<file path="config.mk">
export PLATFORM = sky130hd
export DESIGN_NAME = uart_tx_fifo
export DESIGN_NICKNAME = d
export VERILOG_FILES = /design/src/rtl/uart_pkg.sv /design/src/rtl/sync_fifo.sv /design/src/rtl/uart_tx_fifo.sv
export SDC_FILE = /design/constraint.sdc
export NUM_CORES = 1
export LEC_CHECK = 0
export ABC_AREA = 1
export CORE_MARGIN = 8
export CORE_UTILIZATION = 55
export DETAILED_ROUTE_END_ITERATION = 10
export GPL_ROUTABILITY_DRIVEN = 1
export PLACE_DENSITY = 0.74
export SLEW_MARGIN = 25
export SYNTH_ARGS = -nofsm -noshare
export SYNTH_HDL_FRONTEND = slang
export SYNTH_SLANG_ARGS = --single-unit
export TNS_END_PERCENT = 50
</file>
<file path="constraint.sdc">
create_clock -name clk -period 5.1 [get_ports clk]
set_input_delay 1.02 -clock clk [delete_from_list [all_inputs] [get_ports clk]]
set_output_delay 1.02 -clock clk [all_outputs]
set_load 0.02 [all_outputs]
</file>
<file path="src/rtl/uart_pkg.sv">
// uart_pkg: transmitter FSM states and parity-mode encodings shared by the UART TX slice.
package uart_pkg;

    typedef enum logic [2:0] {
        ST_IDLE,
        ST_START,
        ST_DATA,
        ST_PARITY,
        ST_STOP
    } tx_state_e;

    localparam logic [1:0] PAR_NONE = 2'b00;
    localparam logic [1:0] PAR_EVEN = 2'b01;
    localparam logic [1:0] PAR_ODD  = 2'b10;

    function automatic logic parity_on(input logic [1:0] mode);
        return mode == PAR_EVEN || mode == PAR_ODD;
    endfunction

endpackage

</file>
<file path="src/rtl/sync_fifo.sv">
// sync_fifo: single-clock FIFO; pointers carry one extra wrap bit so level is their difference.
module sync_fifo #(
    parameter int DEPTH = 16,
    parameter int WIDTH = 8
) (
    input  logic                   clk,
    input  logic                   rst,
    input  logic                   push,
    input  logic                   pop,
    input  logic [WIDTH-1:0]       wdata,
    output logic [WIDTH-1:0]       rdata,
    output logic                   full,
    output logic                   empty,
    output logic [$clog2(DEPTH):0] level
);

    localparam int AW = $clog2(DEPTH);

    logic [WIDTH-1:0] mem_q [DEPTH];
    logic [AW:0]      wr_q;
    logic [AW:0]      rd_q;
    logic             push_ok;
    logic             pop_ok;

    assign pop_ok  = pop && !empty;
    // a pop in the same cycle frees the slot, so a full FIFO can still accept
    assign push_ok = push && (!full || pop_ok);

    always_ff @(posedge clk or negedge rst) begin
        if (!rst) begin
            wr_q <= '0;
            rd_q <= '0;
        end else begin
            if (push_ok) wr_q <= wr_q + 1'b1;
            if (pop_ok)  rd_q <= rd_q + 1'b1;
        end
    end

    always_ff @(posedge clk) begin
        if (push_ok) mem_q[wr_q[AW-1:0]] <= wdata;
    end

    assign rdata = mem_q[rd_q[AW-1:0]];
    assign level = wr_q - rd_q;
    assign full  = level == (AW+1)'(DEPTH);
    assign empty = wr_q == rd_q;

endmodule

</file>
<file path="src/rtl/uart_tx_fifo.sv">
// uart_tx_fifo: UART transmitter fed by a TX FIFO, with level interrupt and sticky overflow.
module uart_tx_fifo
    import uart_pkg::*;
#(
    parameter int DATA_W     = 8,
    parameter int FIFO_DEPTH = 16,
    parameter int DIV_W      = 16
) (
    input  logic                        clk,
    input  logic                        rst,
    input  logic                        wr_en,
    input  logic [7:0]                  wr_data,
    input  logic [DIV_W-1:0]            dvsr,
    input  logic [1:0]                  parity_mode,
    input  logic                        stop_2,
    input  logic                        tx_enable,
    input  logic [$clog2(FIFO_DEPTH):0] thresh,
    input  logic                        ovf_clr,
    output logic                        serial_out,
    output logic                        full,
    output logic                        empty,
    output logic [$clog2(FIFO_DEPTH):0] level,
    output logic                        busy,
    output logic                        overflow,
    output logic                        tx_intr
);

    localparam int LW = $clog2(FIFO_DEPTH) + 1;
    localparam int BW = 3;

    tx_state_e         state_q, state_d;
    logic [DIV_W-1:0]  cnt_q, cnt_d;
    logic [DIV_W-1:0]  dvsr_q, dvsr_d;
    logic [BW-1:0]     bit_q, bit_d;
    logic [DATA_W-1:0] sh_q, sh_d;
    logic [1:0]        pmode_q, pmode_d;
    logic              par_q, par_d;
    logic              stop2_q, stop2_d;
    logic              stop_hi_q, stop_hi_d;
    logic              ovf_q, ovf_d;
    logic              intr_q, intr_d;
    logic [DATA_W-1:0] rdata;
    logic [LW-1:0]     lvl_d;
    logic              pop;
    logic              push_ok;
    logic              tick;
    logic              frame_end;
    logic              load;

    sync_fifo #(
        .DEPTH (FIFO_DEPTH),
        .WIDTH (DATA_W)
    ) u_fifo (
        .clk   (clk),
        .rst   (rst),
        .push  (wr_en),
        .pop   (pop),
        .wdata (wr_data[DATA_W-1:0]),
        .rdata (rdata),
        .full  (full),
        .empty (empty),
        .level (level)
    );

    assign tick      = cnt_q == dvsr_q;
    assign frame_end = state_q == ST_STOP && tick && (!stop2_q || stop_hi_q);
    // a new frame may start from idle or straight out of the final stop-bit cycle
    assign load      = tx_enable && !empty && (state_q == ST_IDLE || frame_end);
    assign pop       = load;
    assign push_ok   = wr_en && (!full || pop);
    assign lvl_d     = level + LW'(push_ok) - LW'(pop);
    assign ovf_d     = (wr_en && full && !pop) ? 1'b1 : ovf_clr ? 1'b0 : ovf_q;
    assign intr_d    = lvl_d <= thresh;

    always_comb begin
        state_d   = state_q;
        cnt_d     = state_q == ST_IDLE ? cnt_q : tick ? '0 : cnt_q + 1'b1;
        dvsr_d    = dvsr_q;
        bit_d     = bit_q;
        sh_d      = sh_q;
        pmode_d   = pmode_q;
        par_d     = par_q;
        stop2_d   = stop2_q;
        stop_hi_d = stop_hi_q;
        case (state_q)
            ST_START:  if (tick) begin
                state_d = ST_DATA;
                bit_d   = '0;
            end
            ST_DATA:   if (tick) begin
                sh_d  = sh_q >> 1;
                bit_d = bit_q + 1'b1;
                if (bit_q == BW'(DATA_W - 1)) state_d = parity_on(pmode_q) ? ST_PARITY : ST_STOP;
            end
            ST_PARITY: if (tick) state_d = ST_STOP;
            ST_STOP:   if (tick) begin
                stop_hi_d = 1'b1;
                if (frame_end) state_d = ST_IDLE;
            end
            default:   state_d = ST_IDLE;
        endcase
        if (load) begin
            state_d   = ST_START;
            cnt_d     = '0;
            dvsr_d    = dvsr;
            pmode_d   = parity_mode;
            stop2_d   = stop_2;
            stop_hi_d = 1'b0;
            sh_d      = rdata;
            par_d     = ^rdata ^ (parity_mode == PAR_ODD);
        end
    end

    always_ff @(posedge clk or negedge rst) begin
        if (!rst) begin
            state_q   <= ST_IDLE;
            cnt_q     <= '0;
            dvsr_q    <= '0;
            bit_q     <= '0;
            sh_q      <= '0;
            pmode_q   <= PAR_NONE;
            par_q     <= 1'b0;
            stop2_q   <= 1'b0;
            stop_hi_q <= 1'b0;
            ovf_q     <= 1'b0;
            intr_q    <= 1'b1;
        end else begin
            state_q   <= state_d;
            cnt_q     <= cnt_d;
            dvsr_q    <= dvsr_d;
            bit_q     <= bit_d;
            sh_q      <= sh_d;
            pmode_q   <= pmode_d;
            par_q     <= par_d;
            stop2_q   <= stop2_d;
            stop_hi_q <= stop_hi_d;
            ovf_q     <= ovf_d;
            intr_q    <= intr_d;
        end
    end

    assign serial_out = state_q == ST_START  ? 1'b0 :
                        state_q == ST_DATA   ? sh_q[0] :
                        state_q == ST_PARITY ? par_q : 1'b1;
    assign busy       = state_q != ST_IDLE;
    assign overflow   = ovf_q;
    assign tx_intr    = intr_q;

endmodule

</file>
==> impl_metrics.py <==
metrics = {
    "routing": {
        "drt_iter0_drc": 453,
        "drc": 0,
        "wl_per_cell_um": 15.2,
        "viasPerCell": 5.07,
        "first_pass_iters": 5,
        "wl_mm": 20.5,
        "route.vias.total": 6823,
        "antenna_left": 0,
    },
    "cells_and_area": {
        "layout.nets": 1168,
        "diodes": 0,
        "layout-drive-gt1-share_pct": 4.82,
        "fin_util_pct": 62.6,
        "syn2layout_area_growth_pct": 12.8,
    },
    "timing": {
        "slew_violations": 0,
        "tns_ns": 0,
        "hold_violations": 0,
        "fmax_ghz": 0.219,
        "tightest_slew_ns": 0.794,
        "setup_viol": 0,
        "min_period_over_period_pct": 89.4,
        "period_minus_slack_ns": 4.56,
        "grt_setup_unrepaired": "no",
        "slew_headroom_pct": 46.9,
        "fin_skew_ns": 0.0174,
    },
    "job": {
        "maxCapViolCount": 0,
    },
    "clock_tree": {
        "htreeDepth": 4,
        "hold_buffers": 0,
        "cts_resized": 0,
        "clk_latency_ns": 0.44,
        "clk_path_buf_depth": 2,
        "cts_buffers": 17,
        "root_buffer": "clkbuf_16",
        "cts_tree": "yes",
        "cts.sinks": 191,
        "cts.clk_slew.worst_paths_ns": 0.07,
        "post_cts_buffers": 0,
    },
    "yosys": {
        "synth_edf_count": 128,
        "ys_seq_area_share_pct": 57.5,
        "synthCells": 1066,
        "synth-main-ff-cell": "edfxtp_1",
        "yosysTopAreaCellShare_pct": 40.8,
        "synth_largest_area_cell": "edfxtp_1",
        "synth_cell_types": 37,
        "syn-num-nets": 1127,
        "synth.area.top_cells": "edfxtp_1 (41%), dfrtp_1 (16%), nand2_1 (14%), inv_1 (6.1%), nand3_1 (4.5%)",
        "yosys_warnings": 0,
        "avgSynthCellArea_um2": 8.84,
        "synth-seq-cells": 191,
        "syn_area_um2": 9430,
        "synthArstFlopShare_pct": 33.0,
    },
    "place": {
        "place_congestion": 0.925,
        "port_buffers": 47,
        "hpwl_mm": 14.0,
    },
    "critical_path": {
        "cp_data_required_time_ns": 5.45,
        "critPathKind": "reg -> reg",
        "arrival_ns": 4.91,
        "path_max_fanout": 13,
        "end_kind": "register",
        "start_kind": "register",
    },
    "floorplanning": {
        "ios": 48,
        "core-area_um2": 17000,
        "row_count": 48,
        "die_area_um2": 21600,
        "dieWidth_um": 147,
        "die_height_um": 147,
        "initial_core_util_pct": 55.5,
    },
    "power": {
        "pwr-share-comb_pct": 50.9,
        "p_sw_mw": 3.04,
        "pwr-share-clk_pct": 18.3,
        "swShare_pct": 43.8,
        "p_leak_nw": 4.83,
        "seqPwrFrac_pct": 30.9,
        "intPower_mw": 3.89,
        "cellPowerDensity_nw_per_um2": 652,
        "peakVddDrop_mv": 0.378,
    },
    "grt": {
        "grt_pass1_wl_mm": 33.6,
        "grt_overflow": 0,
        "grt_start_max_net_pins": 76,
        "grt_usage_pct": 19.6,
        "antenna_found_initial": 0,
        "grt_pass1_vias": 6711,
    },
    "run_status": {
        "status": "completed",
    },
    "worst_hold_path": {
        "hp-class": "reg -> reg",
    },
}
state kept, by name (all words and copies together), names as in the netlist:
| signal | flops |
|---|---|
| bit_q | 3 |
| cnt_q | 16 |
| dvsr_q | 16 |
| overflow | 1 |
| par_q | 1 |
| pmode_q | 2 |
| sh_q | 8 |
| state_q | 3 |
| stop2_q | 1 |
| stop_hi_q | 1 |
| tx_intr | 1 |
| u_fifo.mem_q | 128 |
| u_fifo.rd_q | 5 |
| u_fifo.wr_q | 5 |
cells in the final DEF, fill, tap and decap left out, drive strengths merged, types with 21 or more instances in the layout:
cell	n
nand2	353
inv	165
edfxtp	128
nor2	102
nand3	85
dfrtp	62
clkdlybuf4s50	46
o21ai	43
ha	22
xnor2	21
area by class of cell:
cell class / instances / area [um2]
clock buffer: 17 / 425
timing repair buffer: 54 / 518
clock inverter: 15 / 129
fill: 1414 / 6360
tap: 225 / 282
inverter: 159 / 597
multi-input combinational: 684 / 3260
sequential: 191 / 5420
power groups by stage:
| stage | logic, mW | clock network, mW | registers, mW |
|---|---|---|---|
| floorplan | 2.63 | 0 | 2.11 |
| finish | 3.52 | 1.26 | 2.14 |
| detailed placement | 3.53 | 0 | 2.17 |
| CTS | 3.56 | 1.28 | 2.14 |
| global route | 4.02 | 1.34 | 2.17 |
| global placement | 3.43 | 0 | 2.16 |
cell usage after synthesis (4+ instances only):
| cell | count |
|---|---|
| nand2_1 | 349 |
| inv_1 | 154 |
| edfxtp_1 | 128 |
| nor2_1 | 101 |
| nand3_1 | 85 |
| dfrtp_1 | 62 |
| o21ai_0 | 42 |
| buf_2 | 23 |
| ha_1 | 22 |
| xnor2_1 | 21 |
| xor2_1 | 14 |
| a21oi_1 | 12 |
| clkbuf_1 | 7 |
| nor3_1 | 7 |
| nand4_1 | 6 |
| inv_2 | 4 |
| nand2_2 | 4 |
worst max-delay path, cell delays in order, from the launching register on:
cell and delay (ns):
dfrtp_1 0.60, inv_2 0.19, ha_1 0.39, a21oi_1 0.16
o21ai_0 0.13, xor2_1 0.19, inv_1 0.13, ha_1 0.16
nand2_1 0.06, nor3b_2 0.31, nand2_1 0.12, nand2_1 0.21
xor2_1 0.18, ha_1 0.19, inv_1 0.05, fa_1 0.39
o21ai_0 0.22, xor2_1 0.18, ha_1 0.28, a21oi_1 0.14
o221ai_1 0.11, o21ai_0 0.09
final timing paths:
kind,from,slack (ns),to,depth (start not counted)
worst min register to register,dvsr_q[8],0.50,dvsr_q[8],2
worst max register to register,u_fifo.rd_q[2],0.54,tx_intr,21
min in group asynchronous,rst,0.64,u_fifo.rd_q[3],1
max in group asynchronous,rst,3.54,cnt_q[11],2
worst max-delay path,u_fifo.rd_q[2],0.54,tx_intr,21
worst min-delay path,dvsr_q[8],0.50,dvsr_q[8],2
layer usage:
layer	track usage, %	share of wire, %	up-vias
met5	0	0	-
met4	7.34	2.3	0
met3	3.91	4.4	37
met2	33.9	50	160
met1	23.9	44	3166
li1	-	-	3460
cells by family (layout without fill, tap and decap cells):
family	Yosys count	after routing	synth area share, %
adder cells (fa/ha/maj)	24	24	3.34
flip-flops	191	191	57.5
buffers and inverters	191	245	7.91
XOR/XNOR	35	35	3.25
AND/OR/NAND/NOR	560	560	24.1
AO/OA/AOI/OAI	65	65	3.85
per-stage QoR:
step	instance area (um2)	power, mW	cells	setup WS [ns]	hold slack [ns]
after floorplan	9430	4.74	1066	0.659	0.449
after global placement	10100	5.59	1313	0.804	0.476
after detailed placement	10100	5.70	1313	0.569	0.473
after CTS	10600	6.98	1345	0.511	0.505
after global routing	10600	7.53	1345	0.112	0.522
final	10600	6.93	1345	0.541	0.501
No activity file was read; power rests on OpenSTA's default activity.
